==> src/rtl/clock_set_ctrl.sv <==
// -----------------------------------------------------------------------------
// clock_set_ctrl
//   Mode controller for a minutes/seconds clock. It lets the user step through
//   RUN -> SET_MIN -> SET_SEC, bump the selected field and clear the time. While
//   a field is being set, the two digits of that field blink. An idle set mode
//   returns to RUN by itself after TIMEOUT one-second ticks.
//
// Parameters
//   BLINK_HALF : blink half-period in CLK cycles (2 .. 2^24-1)
//   TIMEOUT    : EN1HZ ticks with no button activity before a set mode exits
//                (1 .. 63)
//
// Ports
//   CLK    in   sole clock, rising edge
//   RST    in   asynchronous reset, active low
//   MODE   in   one-cycle pulse, advances the mode
//   UP     in   one-cycle pulse, increments the selected field
//   CLRB   in   one-cycle pulse, clears the time
//   EN1HZ  in   one-cycle tick at 1 Hz
//   SECEN  out  seconds count enable (EN1HZ delayed one cycle, RUN only)
//   SECINC out  one-cycle seconds increment pulse
//   MININC out  one-cycle minutes increment pulse
//   CLR    out  one-cycle clear pulse to both counters
//   DISPEN out  digit enable mask, bit 3 = minutes tens
//   STATE  out  current mode: 00 RUN, 01 SET_MIN, 10 SET_SEC
// -----------------------------------------------------------------------------
module clock_set_ctrl #(
  parameter int unsigned BLINK_HALF = 12500000,
  parameter int unsigned TIMEOUT    = 30
) (
  input  logic       CLK,
  input  logic       RST,
  input  logic       MODE,
  input  logic       UP,
  input  logic       CLRB,
  input  logic       EN1HZ,
  output logic       SECEN,
  output logic       SECINC,
  output logic       MININC,
  output logic       CLR,
  output logic [3:0] DISPEN,
  output logic [1:0] STATE
);

  typedef enum logic [1:0] {
    RUN     = 2'b00,
    SET_MIN = 2'b01,
    SET_SEC = 2'b10,
    ILLEGAL = 2'b11
  } mode_e;

  localparam logic [23:0] BLINK_LAST = 24'(BLINK_HALF - 1);
  localparam logic [5:0]  TIMEOUT_V  = 6'(TIMEOUT);

  mode_e       state, state_next;
  logic [23:0] blink_cnt, blink_cnt_next;
  logic        phase, phase_next;
  logic [5:0]  to_cnt, to_cnt_next;
  logic [3:0]  dispen_next;
  logic        in_set;
  logic        up_ok;
  logic        changing;
  logic        timed_out;

  // NOTE: every signal driven here gets a default at the top of the block, so
  // no path leaves it unassigned and no latch is inferred.
  always_comb begin
    state_next     = state;
    blink_cnt_next = blink_cnt + 24'd1;
    phase_next     = phase;
    to_cnt_next    = to_cnt;
    dispen_next    = 4'b1111;

    in_set    = (state == SET_MIN) || (state == SET_SEC);
    timed_out = in_set && (to_cnt == TIMEOUT_V);
    // UP only counts in a set mode and loses to MODE and CLRB in the same cycle.
    up_ok     = in_set && UP && !MODE && !CLRB;

    // MODE outranks the timeout exit.
    case (state)
      RUN:     if (MODE) state_next = SET_MIN;
      SET_MIN: if (MODE) state_next = SET_SEC;
               else if (timed_out) state_next = RUN;
      SET_SEC: if (MODE || timed_out) state_next = RUN;
      default: state_next = RUN;
    endcase

    changing = (state_next != state);

    // Restart the blink visible so the digit just touched shows immediately.
    if (changing || up_ok) begin
      blink_cnt_next = '0;
      phase_next     = 1'b1;
    end else if (blink_cnt == BLINK_LAST) begin
      blink_cnt_next = '0;
      phase_next     = ~phase;
    end

    if (!in_set || changing || MODE || UP || CLRB) begin
      to_cnt_next = '0;
    end else if (EN1HZ) begin
      to_cnt_next = to_cnt + 6'd1;
    end

    // Mask is built from next-cycle state and phase so it lines up with STATE.
    case (state_next)
      SET_MIN: dispen_next = {phase_next, phase_next, 2'b11};
      SET_SEC: dispen_next = {2'b11, phase_next, phase_next};
      default: dispen_next = 4'b1111;
    endcase
  end

  // NOTE: sequential state uses non-blocking assignments so every register
  // samples the pre-edge values, independent of statement order.
  always_ff @(posedge CLK or negedge RST) begin
    if (!RST) begin
      state     <= RUN;
      blink_cnt <= '0;
      phase     <= 1'b1;
      to_cnt    <= '0;
      SECEN     <= 1'b0;
      SECINC    <= 1'b0;
      MININC    <= 1'b0;
      CLR       <= 1'b0;
      DISPEN    <= 4'b1111;
    end else begin
      state     <= state_next;
      blink_cnt <= blink_cnt_next;
      phase     <= phase_next;
      to_cnt    <= to_cnt_next;
      SECEN     <= (state == RUN) && EN1HZ;
      SECINC    <= up_ok && (state == SET_SEC);
      MININC    <= up_ok && (state == SET_MIN);
      CLR       <= CLRB;
      DISPEN    <= dispen_next;
    end
  end

  assign STATE = state;

endmodule

==> config.mk <==
export PLATFORM = sky130hd
export DESIGN_NAME = clock_set_ctrl
export DESIGN_NICKNAME = d
export VERILOG_FILES = /design/src/rtl/clock_set_ctrl.sv
export SDC_FILE = /design/constraint.sdc
export NUM_CORES = 1
export LEC_CHECK = 0
export CAP_MARGIN = 10
export CELL_PAD_IN_SITES_DETAIL_PLACEMENT = 1
export CELL_PAD_IN_SITES_GLOBAL_PLACEMENT = 1
export CORE_ASPECT_RATIO = 0.8
export CORE_UTILIZATION = 40
export DETAILED_ROUTE_END_ITERATION = 12
export PLACE_DENSITY_LB_ADDON = 0.3
export SYNTH_ARGS = -nofsm -noshare
export SYNTH_HDL_FRONTEND = slang
export SYNTH_SLANG_ARGS = --single-unit
==> constraint.sdc <==
create_clock -name CLK -period 2.2 [get_ports CLK]
set_input_delay 0.22 -clock CLK [delete_from_list [all_inputs] [get_ports CLK]]
set_output_delay 0.22 -clock CLK [all_outputs]
set_load 0.03 [all_outputs]
==> impl_metrics.tcl <==
set metrics [dict create \
    ys_types 40 \
    ir_worst_vdd_mv 0.843 \
    nets 251 \
    worst-slew-pin-transition_ns 0.563 \
    synth_top_area_share_pct 44.6 \
    drc 0 \
    synthTopCellsByCount "dfrtp_1, nor2_1, xor2_1, nand3_1, nand4_1" \
    wl_um 4990 \
    syn_area_sq_mm 0.00202 \
    track_usage_pct 21.6 \
    syn_avg_cell_area_sq_um 10.0 \
    total_power_mw 2.75 \
    grt_overflow 0 \
    crit_required_ns 2.42 \
    drv_cap 0 \
    place_area_sq_mm 0.00235 \
    end_kind "register" \
    dp_hpwl_um 3450 \
    path_class "reg2reg" \
    reg2reg_from "STATE[1]" \
    syn-instance-count 202 \
    ys_warn_count 0 \
    reg2reg_slack_ns -0.04 \
    clk_path_buf_depth 2 \
    powerDensity_mw_per_mm2 1080 \
    ys_ff_latch 39 \
    area_delta_synth_final_pct 25.8 \
    hold_class "in2async" \
    grt_pass1_wl_um 8430 \
    p_leak_nw 1.07 \
    status "finished with violations" \
    die_x_um 81.5 \
    design.core.area_sq_mm 0.00471 \
    first_iter_violations 79 \
    io_buffers 15 \
    multi_input_comb_area_sq_mm 0.00105 \
    rsz0062_at_grt "yes" \
    first_global_vias 1674 \
    final-hold-violation-count 0 \
    wl_per_cell_um 16.8 \
    yosysTopAreaCell "dfrtp_1" \
    gp_congestion 0.823 \
    dr.pass1.iters 4 \
    worst_setup_path_start_kind "register" \
    path_clk_slew_ns 0.08 \
    violations "setup timing" \
    numCtsBuffers 5 \
    setup_viol_count_final 2 \
    final_util_pct 54.0 \
    ys.flop_type "dfrtp_1" \
    rows 22 \
    crit_fanout 4 \
    yosysSeqAreaShare_pct 48.5 \
    finalHoldWorstSlack_ns 0.445 \
    async_flop_share_pct 100 \
    ant_nets 0 \
    n_antenna_cell 0 \
    slew_violations 0 \
    seq_area_sq_um 982 \
    grt_max_degree 24 \
    rr_worst_depth 10 \
    via_count 1569 \
    via_per_inst 5.28 \
    synthTopCellsByArea "dfrtp_1, xor2_1, nor2_1" \
    min_period_ns 2.24 \
    synth-edff-count 0 \
    instances_no_fill 297 \
    place_inst 284 \
    clock_sinks 39 \
    cts_htree_levels 2 \
    timing.final.crit_share_pct 102 \
    regToRegEndpoint "DISPEN[2]" \
    clockRootBuffer "clkbuf_8" \
    syn_nets 217 \
    num-fill-cells 531 \
    start_util_pct 43.0 \
    arrival_ns 2.46 \
    cts_tree "done" \
    fin_area_sq_mm 0.00254 \
    slew_headroom_pct 61.9 \
    antenna_found_initial 0 \
    fin_skew_ns 0.00738 \
    die_y_um 65.6 \
    fmax_mhz 447 \
    drive_gt1_share_pct 22.4 \
    clkLatencyLatePin_ns 0.29 \
    layout_setup_ws_ns -0.0361 \
    die_area_sq_mm 0.00534 \
    num_io_pins 16 \
]
worst max-delay path, cell delays in order (launching register included):
cell,delay (ns)
dfrtp_2,0.40
inv_4,0.05
ha_4,0.26
or3b_4,0.38
or2_4,0.26
a21oi_2,0.13
a211o_1,0.14
inv_2,0.06
ha_4,0.29
nor3_4,0.04
a41oi_2,0.14
placed cells by master (no fill, tap or decap), types with 4 or more instances in the layout:
master / n
xnor2_1: 9
and3_1: 5
nor2_1: 35
inv_1: 4
xor2_1: 19
nand4_1: 11
buf_4: 17
ha_2: 4
nand2_1: 10
nand3_1: 12
dfrtp_1: 34
clkbuf_8: 7
clkdlybuf4s50_1: 14
flip-flops by register name, summed over array words and instances, names as in the netlist:
| signal | flops |
|---|---|
| SECINC | 1 |
| SECEN | 1 |
| to_cnt | 6 |
| STATE | 2 |
| phase | 1 |
| DISPEN | 2 |
| CLR | 1 |
| MININC | 1 |
| blink_cnt | 24 |
repair_timing:
item	CTS	global route
endpoints found under the hold margin	19	0
setup endpoints to repair	24	31
hold buffers	1	0
setup buffers	3	1
pin swaps	1	2
cloned	0	0
gates resized for setup	7	7
where the power goes:
group	switching [mW]	total [mW]	internal [mW]
combinational	0.742	1.36	0.616
clock	0.250	0.536	0.286
sequential	0.0554	0.856	0.800
total	1.05	2.75	1.70
how the worst max path moves through the flow:
stage / cells after the start / to / startpoint
floorplan: 10 / DISPEN[1] / STATE[0]
global placement: 10 / DISPEN[1] / STATE[1]
detailed placement: 10 / DISPEN[2] / STATE[1]
CTS: 10 / DISPEN[1] / STATE[1]
global route: 10 / DISPEN[1] / STATE[1]
finish: 10 / DISPEN[2] / STATE[1]
logic make-up (layout without fill, tap and decap cells):
kind of cell    after synthesis  after routing  synth area share, %
xor+xnor                     28             28                 12.1
simple gates                100            100                 25.9
fa+ha+maj                     9              9                 5.57
compound gates               12             12                 4.58
flops                        39             39                 48.5
buf+inv                      14             49                 3.34
metal layers:
layer	vias to the layer above	routed length [um]	GRT usage, %	part of all wire, %
li1	759	-	-	-
met1	776	2480	29.4	50
met2	21	2280	32.9	46
met3	13	127	5.56	2.5
met4	0	97	7.37	1.9
met5	-	0	0	0
per-stage QoR:
stage          TNS [ns]  worst slack, ns
6_report        -0.0718          -0.0361
5_1_grt          -0.629           -0.113
4_1_cts         -0.0260          -0.0116
3_5_place_dp    -0.0650          -0.0453
3_3_place_gp          0           0.0694
2_1_floorplan    -0.113          -0.0593
cell type report:
cell class / count / share of cell area [%]
tap: 60 / 2.95
timing repair buffer: 34 / 11.9
multi-input combinational: 149 / 41.5
inverter: 7 / 1.13
clock buffer: 8 / 3.94
sequential: 39 / 38.6
(Power assumes the default switching activity.)
